File: config.mk
export PLATFORM = sky130hd
export DESIGN_NAME = ultrasonic_scan_ctrl
export DESIGN_NICKNAME = d
export VERILOG_FILES = /design/src/rtl/ultrasonic_scan_ctrl.sv
export SDC_FILE = /design/constraint.sdc
export NUM_CORES = 1
export LEC_CHECK = 0
export ABC_AREA = 1
export BUFFER_PORTS_ARGS = -buffer_cell sky130_fd_sc_hd__buf_2
export CORE_UTILIZATION = 50
export DETAILED_ROUTE_END_ITERATION = 16
export PLACE_DENSITY = 0.67
export REMOVE_ABC_BUFFERS = 1
export SKIP_LAST_GASP = 1
export SLEW_MARGIN = 20
export SYNTH_ARGS = -nofsm -noshare
export SYNTH_HDL_FRONTEND = slang
export SYNTH_SLANG_ARGS = --single-unit
File: constraint.sdc
create_clock -name CLK -period 2.6 [get_ports CLK]
set_input_delay 0 -clock CLK [delete_from_list [all_inputs] [get_ports CLK]]
set_output_delay 0 -clock CLK [all_outputs]
set_load 0.005 [all_outputs]
File: src/rtl/ultrasonic_scan_ctrl.sv
// rtl/ultrasonic_scan_ctrl.sv - round-robin multi-channel ultrasonic ranging controller
// Triggers each sensor in turn, times its echo and latches a per-channel distance in cm.
module ultrasonic_scan_ctrl #(
  parameter int NUM_CH       = 3,
  parameter int DIST_W       = 9,
  parameter int TRIG_CYCLES  = 1000,
  parameter int CM_CYCLES    = 5800,
  parameter int ECHO_TIMEOUT = 3000000,
  parameter int GAP_CYCLES   = 6000000,
  localparam int CH_W        = (NUM_CH > 1) ? $clog2(NUM_CH) : 1
) (
  input  logic                     CLK,
  input  logic                     RST,
  input  logic                     CLK_EN,
  input  logic [NUM_CH-1:0]        ECHO_I,
  output logic [NUM_CH-1:0]        TRIG_O,
  output logic [NUM_CH*DIST_W-1:0] DIST_O,
  output logic                     VALID_O,
  output logic [CH_W-1:0]          CH_O,
  output logic                     TIMEOUT_O
);

  localparam int CNT_MAX = (TRIG_CYCLES > GAP_CYCLES) ? TRIG_CYCLES : GAP_CYCLES;
  localparam int CNT_W   = $clog2(CNT_MAX + 1);
  localparam int TCNT_W  = $clog2(ECHO_TIMEOUT + 1);
  localparam int DIV_W   = $clog2(CM_CYCLES + 1);
  localparam logic [DIST_W-1:0] CM_MAX = '1;

  typedef enum logic [2:0] {
    S_IDLE,
    S_TRIG,
    S_WAIT_RISE,
    S_MEASURE,
    S_GAP
  } state_t;

  state_t                    state_q, state_d;
  logic [NUM_CH-1:0]         sync1_q, sync2_q;
  logic [CNT_W-1:0]          cnt_q, cnt_d;
  logic [TCNT_W-1:0]         tcnt_q, tcnt_d;
  logic [DIV_W-1:0]          div_q, div_d, div_nxt;
  logic [DIST_W-1:0]         cm_q, cm_d, cm_nxt;
  logic [CH_W-1:0]           ch_q, ch_d;
  logic [NUM_CH-1:0]         trig_q, trig_d;
  logic [NUM_CH*DIST_W-1:0]  dist_q, dist_d;
  logic                      valid_q, valid_d;
  logic [CH_W-1:0]           ch_out_q, ch_out_d;
  logic                      timeout_q, timeout_d;
  logic                      echo_s;
  logic                      store, store_to;

  assign echo_s = sync2_q[ch_q];

  always_comb begin
    state_d   = state_q;
    cnt_d     = cnt_q;
    tcnt_d    = tcnt_q;
    div_d     = div_q;
    cm_d      = cm_q;
    ch_d      = ch_q;
    trig_d    = trig_q;
    dist_d    = dist_q;
    valid_d   = 1'b0;
    ch_out_d  = ch_out_q;
    timeout_d = timeout_q;
    store     = 1'b0;
    store_to  = 1'b0;

    div_nxt = div_q + 1'b1;
    cm_nxt  = cm_q;
    if (div_q == DIV_W'(CM_CYCLES - 1)) begin
      div_nxt = '0;
      if (cm_q != CM_MAX) cm_nxt = cm_q + 1'b1;
    end

    case (state_q)
      S_IDLE: begin
        if (CLK_EN) begin
          state_d = S_TRIG;
          cnt_d   = '0;
          trig_d  = NUM_CH'(1) << ch_q;
        end
      end
      S_TRIG: begin
        if (cnt_q == CNT_W'(TRIG_CYCLES - 1)) begin
          state_d = S_WAIT_RISE;
          trig_d  = '0;
          tcnt_d  = '0;
          div_d   = '0;
          cm_d    = '0;
        end else begin
          cnt_d = cnt_q + 1'b1;
        end
      end
      S_WAIT_RISE: begin
        if (echo_s) begin
          state_d = S_MEASURE;
          tcnt_d  = tcnt_q + 1'b1;
          div_d   = div_nxt;
          cm_d    = cm_nxt;
        end else if (tcnt_q >= TCNT_W'(ECHO_TIMEOUT - 1)) begin
          store    = 1'b1;
          store_to = 1'b1;
        end else begin
          tcnt_d = tcnt_q + 1'b1;
        end
      end
      S_MEASURE: begin
        // Falling echo is checked first so it wins over a coincident timeout
        if (!echo_s) begin
          store = 1'b1;
        end else if (tcnt_q >= TCNT_W'(ECHO_TIMEOUT - 1)) begin
          store    = 1'b1;
          store_to = 1'b1;
        end else begin
          tcnt_d = tcnt_q + 1'b1;
          div_d  = div_nxt;
          cm_d   = cm_nxt;
        end
      end
      S_GAP: begin
        if (cnt_q >= CNT_W'(GAP_CYCLES - 1)) begin
          state_d = S_IDLE;
          ch_d    = (ch_q == CH_W'(NUM_CH - 1)) ? '0 : ch_q + 1'b1;
        end else begin
          cnt_d = cnt_q + 1'b1;
        end
      end
      default: state_d = S_IDLE;
    endcase

    // Gap counter starts at 1 so the IDLE cycle completes the GAP_CYCLES spacing
    if (store) begin
      state_d   = S_GAP;
      cnt_d     = CNT_W'(1);
      valid_d   = 1'b1;
      ch_out_d  = ch_q;
      timeout_d = store_to;
      dist_d[int'(ch_q)*DIST_W +: DIST_W] = store_to ? CM_MAX : cm_q;
    end
  end

  always_ff @(posedge CLK) begin
    if (RST) begin
      state_q   <= S_IDLE;
      sync1_q   <= '0;
      sync2_q   <= '0;
      cnt_q     <= '0;
      tcnt_q    <= '0;
      div_q     <= '0;
      cm_q      <= '0;
      ch_q      <= '0;
      trig_q    <= '0;
      dist_q    <= '0;
      valid_q   <= 1'b0;
      ch_out_q  <= '0;
      timeout_q <= 1'b0;
    end else begin
      state_q   <= state_d;
      sync1_q   <= ECHO_I;
      sync2_q   <= sync1_q;
      cnt_q     <= cnt_d;
      tcnt_q    <= tcnt_d;
      div_q     <= div_d;
      cm_q      <= cm_d;
      ch_q      <= ch_d;
      trig_q    <= trig_d;
      dist_q    <= dist_d;
      valid_q   <= valid_d;
      ch_out_q  <= ch_out_d;
      timeout_q <= timeout_d;
    end
  end

  assign TRIG_O    = trig_q;
  assign DIST_O    = dist_q;
  assign VALID_O   = valid_q;
  assign CH_O      = ch_out_q;
  assign TIMEOUT_O = timeout_q;

endmodule

## After elaboration in Yosys (flattened, before gate mapping)

Index checks and enable logic that the tools add are counted.

- Bits in registers: 112

- $add $sub $neg: 6
- $mul: 1
- Order comparisons: 3
- Eq/ne operators: 23
- Shift-type cells: 3
- Muxes and demuxes: 44
- Bitwise gates (word level): 1
- Reductions and logical operators: 14

Operators with widths:

| kind | number |
|---|---|
| two-way mux 22 bit | 4 |
| two-way mux 23 bit | 3 |
| one-hot mux 23 bit (3 select lines) | 1 |
| one-hot mux 22 bit (3 select lines) | 1 |
| two-way mux 13 bit | 5 |
| two-way mux 9 bit | 7 |
| one-hot mux 13 bit (3 select lines) | 1 |
| negation 6 -> 33 bit | 1 |
| variable shift 9 x 33 -> 27 bit (first input constant) | 1 |
| variable part select 9 x 33 -> 27 bit | 1 |
| bitwise mux 27 bit | 1 |
| one-hot mux 9 bit (3 select lines) | 1 |
| adder 23 x 1 -> 23 bit (second input constant) | 1 |
| == test 23 x 10 -> 1 bit (second input constant) | 1 |
| greater-or-equal comparator 23 bit (second input constant) | 1 |
| adder 22 x 1 -> 22 bit (second input constant) | 1 |
| greater-or-equal comparator 22 bit (second input constant) | 1 |
| two-way mux 3 bit | 7 |
| inequality test 2 bit (second input constant) | 9 |
| inequality test 3 bit (second input constant) | 6 |
| one-hot mux 3 bit (5 select lines) | 1 |
| AND reduction 5 bit | 3 |
| adder 13 x 1 -> 13 bit (second input constant) | 1 |
| == test 13 bit (second input constant) | 1 |
| other kinds (24) | 35 |

## Logic depth before layout (Yosys ltp)

- Depth after elaboration: 7
- Gate-level depth with buffers: 14
- Mapped depth without buffers: 13

## Least setup slack after synthesis

OpenSTA, ideal clock, no wires.

- Path type: register to register
- Start: register ch_q[0]
- End: register dist_q[0], in the netlist DIST_O[0]
- Arrival time: 2.078 ns
- Required time: 2.530 ns
- Setup slack: 0.452 ns
- Cell stages (with the launch flop): 8
- Path buffers: 2
- Clock period less this slack: 2.148 ns
- Path through: dfxtp_1 > inv_2 > clkbuf_1 > ha_1 > buf_1 > nor3_1 > nand4_1 > a21oi_1

- Word-level cells in the longest chain between the ends: 7

Ends and longest elaborated chain:

| item | RTL line | RTL |
|---|---|---|
| start: declaration | 43 | `logic [CH_W-1:0] ch_q, ch_d;` |
| start signal: assignment | 166 | `ch_q <= ch_d;` |
| branches (longest 7 deep; another with negation 6 -> 33 bit) | n/a |  |
| end signal: assignment | 168 | `dist_q <= dist_d;` |
| end: declaration | 45 | `logic [NUM_CH*DIST_W-1:0] dist_q, dist_d;` |

Several ways; the timed one is not identified. The select of a mux whose other input is x is not followed.
A chain may end at the register's enable or synchronous reset.

## Worst setup path after layout

- Start: register tcnt_q[0]
- End: register cnt_q[19]

- Word-level cells in the longest chain between the ends: 5

Ends and longest elaborated chain:

| item | RTL line | RTL |
|---|---|---|
| start: declaration | 40 | `logic [TCNT_W-1:0] tcnt_q, tcnt_d;` |
| start signal: assignment | 163 | `tcnt_q <= tcnt_d;` |
| greater-or-equal comparator 22 bit (*) | 101, 112 |  |
| two-way mux 1 bit (*) | 101, 112 |  |
| two-way mux 1 bit, on equally long branches | 110, 96 |  |
| one-hot mux 1 bit (2 select lines) (*) | 76 | `case (state_q)` |
| OR reduction 2 bit (no source line) (*) | n/a |  |
| end signal: assignment | 162 | `cnt_q <= cnt_d;` |
| end: declaration | 39 | `logic [CNT_W-1:0] cnt_q, cnt_d;` |

Every way passes the cells marked *; elsewhere a longest branch is shown, timed or not.

==> impl_metrics.tcl <==
set metrics [dict create \
    synth_edf_count 0 \
    cp.required_ns 2.86 \
    wl_per_cell_um 13.5 \
    syn_avg_cell_area_um2 6.44 \
    critPathMaxStageDelay_ns 0.45 \
    fin_crit_sh_pct 88.5 \
    yosysSeqAreaShare_pct 30.3 \
    post-route-util_pct 55.6 \
    hold-worst-slack_ns 0.0406 \
    grt_usage_pct 25.0 \
    hold_class "input port to flip-flop" \
    drt_iter0_drc 609 \
    layout-drive-gt1-share_pct 12.3 \
    nNetsFinal 1192 \
    crit_arrival_ns 2.56 \
    yosysTopAreaCell "dfxtp_1" \
    critical_path_class "flip-flop to flip-flop" \
    rr_worst_depth 11 \
    hold_violations 0 \
    io_buffers 39 \
    cts_tree "yes" \
    nFillCells 1474 \
    grt_pass1_vias 6399 \
    power_density_nw_per_um2 751 \
    synth_warnings 0 \
    clk_latency_ns 0.37 \
    dp.cells 1345 \
    yosysTopAreaCellShare_pct 30.3 \
    crit_path_end_kind "flip-flop" \
    setup_viol 0 \
    final_cells 1363 \
    antenna_left 0 \
    die_h_um 124 \
    grt_max_degree 38 \
    clock_sinks 112 \
    hpwlAfterDp_um 12700 \
    cp_max_fo 15 \
    worst_slack_ns 0.299 \
    drcViolationCount 0 \
    first_pass_iters 5 \
    final_max_slew_viol_count 0 \
    cp.depth 11 \
    vias_per_cell 5.41 \
    fin_skew_ns 0.0132 \
    ys_async_sr_fraction_pct 0 \
    grt-ovfl-total 0 \
    diodes 0 \
    cp-start-kind "flip-flop" \
    cts_root_buf "clkbuf_16" \
    antenna_found_initial 0 \
    crit_chain "ha_1, nand3_1, nor2_4, nand3_1, nand2_4, nand3_4, nand3b_4, nor2_4, inv_2, buf_4, a21oi_1" \
    fin_crit_ns 2.30 \
    leakage_nw 3.16 \
    htree_levels 3 \
    slew_headroom_pct 53.1 \
    cp_num_buf_inv 2 \
    grt_pass1_wl_um 30700 \
    ys_types 41 \
    start_util_pct 51.2 \
    die_x_um 124 \
    clkTransAtPathRegs_ns 0.08 \
    path_delay_family "simple AND/OR/NAND/NOR gates" \
    numCtsBuffers 9 \
    num_rows 44 \
    pre_cts_slack_ns 0.138 \
    holdPathStages 2 \
    rsz0062_at_grt "false" \
    die-area_um2 15300 \
    slowest_stage "dfxtp_1" \
    synth.area.top_cells "dfxtp_1, nand2_1, nor2_1" \
    synth_top_cells_by_count "nand2_1, nor2_1, dfxtp_1" \
    synth_area_um2 7410 \
    ir_worst_vdd_mv 0.408 \
    ios 40 \
    synthCells 1150 \
    synthFlopType "dfxtp_1" \
    clockBufferDepth 2 \
    vias 7368 \
    status "finished, final reports clean" \
    worst_pin_slew_ns 0.703 \
    fmax_mhz 435 \
    placeableCoreArea_um2 14500 \
    yosysMostFrequentCell "nand2_1" \
    syn2layout_area_growth_pct 8.73 \
    wirelength_um 18400 \
    gp_congestion 0.921 \
    cap_viol_max_count 0 \
    synth_seq_cells 112 \
]
cells by family after synthesis:
logic type,Yosys count,synth area share [%]
simple gates,624,38.0
compound gates,207,16.0
buf+inv,159,9.51
flops,112,30.3
xor+xnor,37,4.37
fa+ha+maj,11,1.86
layout by cell type, fill, tap and decap left out, types with 2 or more instances in the layout:
cell	n
inv_1	97
nor2_1	185
o221ai_1	2
dfxtp_1	112
nor3b_1	2
o21bai_1	2
ha_1	11
nor2_4	8
a21oi_2	20
a21boi_1	9
o21ai_1	2
a21boi_0	9
buf_2	39
dlygate4sd3_1	3
inv_2	12
nand3_1	86
nand2_4	7
a21oi_1	95
nand3_2	5
o21ai_0	61
xor2_1	31
a31oi_1	3
nor2_2	3
buf_4	21
nor3_1	28
clkbuf_16	9
nand2_2	11
nand2_1	240
xnor2_1	6
nand4_1	44
clkinvlp_4	2
per-layer routing:
layer  vias up  global-route usage [%]  wire (µm)
met1      3370                    34.6       9030
li1       3818                       -          -
met2       164                    39.8       8330
met4         0                    6.25        203
met3        16                    4.53        815
met5         -                       0          0
power breakdown:
| part | internal (W) | switching, W | total [W] | leakage, nW |
|---|---|---|---|---|
| combinational | 0.000736 | 0.00168 | 0.00242 | 2.11 |
| clock | 0.000778 | 0.000686 | 0.00146 | 0.143 |
| sequential | 0.00192 | 0.000249 | 0.00217 | 0.908 |
| total | 0.00343 | 0.00262 | 0.00605 | 3.16 |
registers in the layout (all words and copies together), names as in the netlist, 3 cells and up:
| signal | cells |
|---|---|
| cm_q | 9 |
| sync1_q | 3 |
| state_q | 3 |
| TRIG_O | 3 |
| tcnt_q | 22 |
| cnt_q | 23 |
| sync2_q | 3 |
| DIST_O | 27 |
| div_q | 13 |
through the flow:
step | setup TNS, ns | instance area [µm²] | power (W)
after floorplan | -0.714 | 7110 | 0.00388
after global placement | 0 | 7720 | 0.00457
after detailed placement | 0 | 7720 | 0.00459
after CTS | 0 | 8050 | 0.00606
after global routing | 0 | 8060 | 0.00649
final | 0 | 8060 | 0.00605
path summary, 6_finish.rpt:
path                              endpoint  slack, ns        from
worst max-delay path             cnt_q[19]       0.30   tcnt_q[0]
worst min-delay path            DIST_O[21]       0.04         RST
worst min register to register  sync2_q[2]       0.40  sync1_q[2]
worst max register to register   cnt_q[19]       0.30   tcnt_q[0]
final cells by class:
type                       count  area, µm²  area share [%]
multi-input combinational    879       4470            55.5
sequential                   112       2240            27.8
inverter                     109        409            5.08
timing repair buffer          64        403            5.00
clock buffer                  10        239            2.97
tap                          184        230            2.86
clock inverter                 5       65.1           0.808
timing repair:
action / CTS / global route
endpoints found under the hold margin: 3 / 0
resized for setup: 0 / 1
endpoints found under the setup margin: 0 / 23
hold buffers: 3 / 0
setup buffers: 0 / 0
Note: power is estimated with default switching activity, not from simulation.
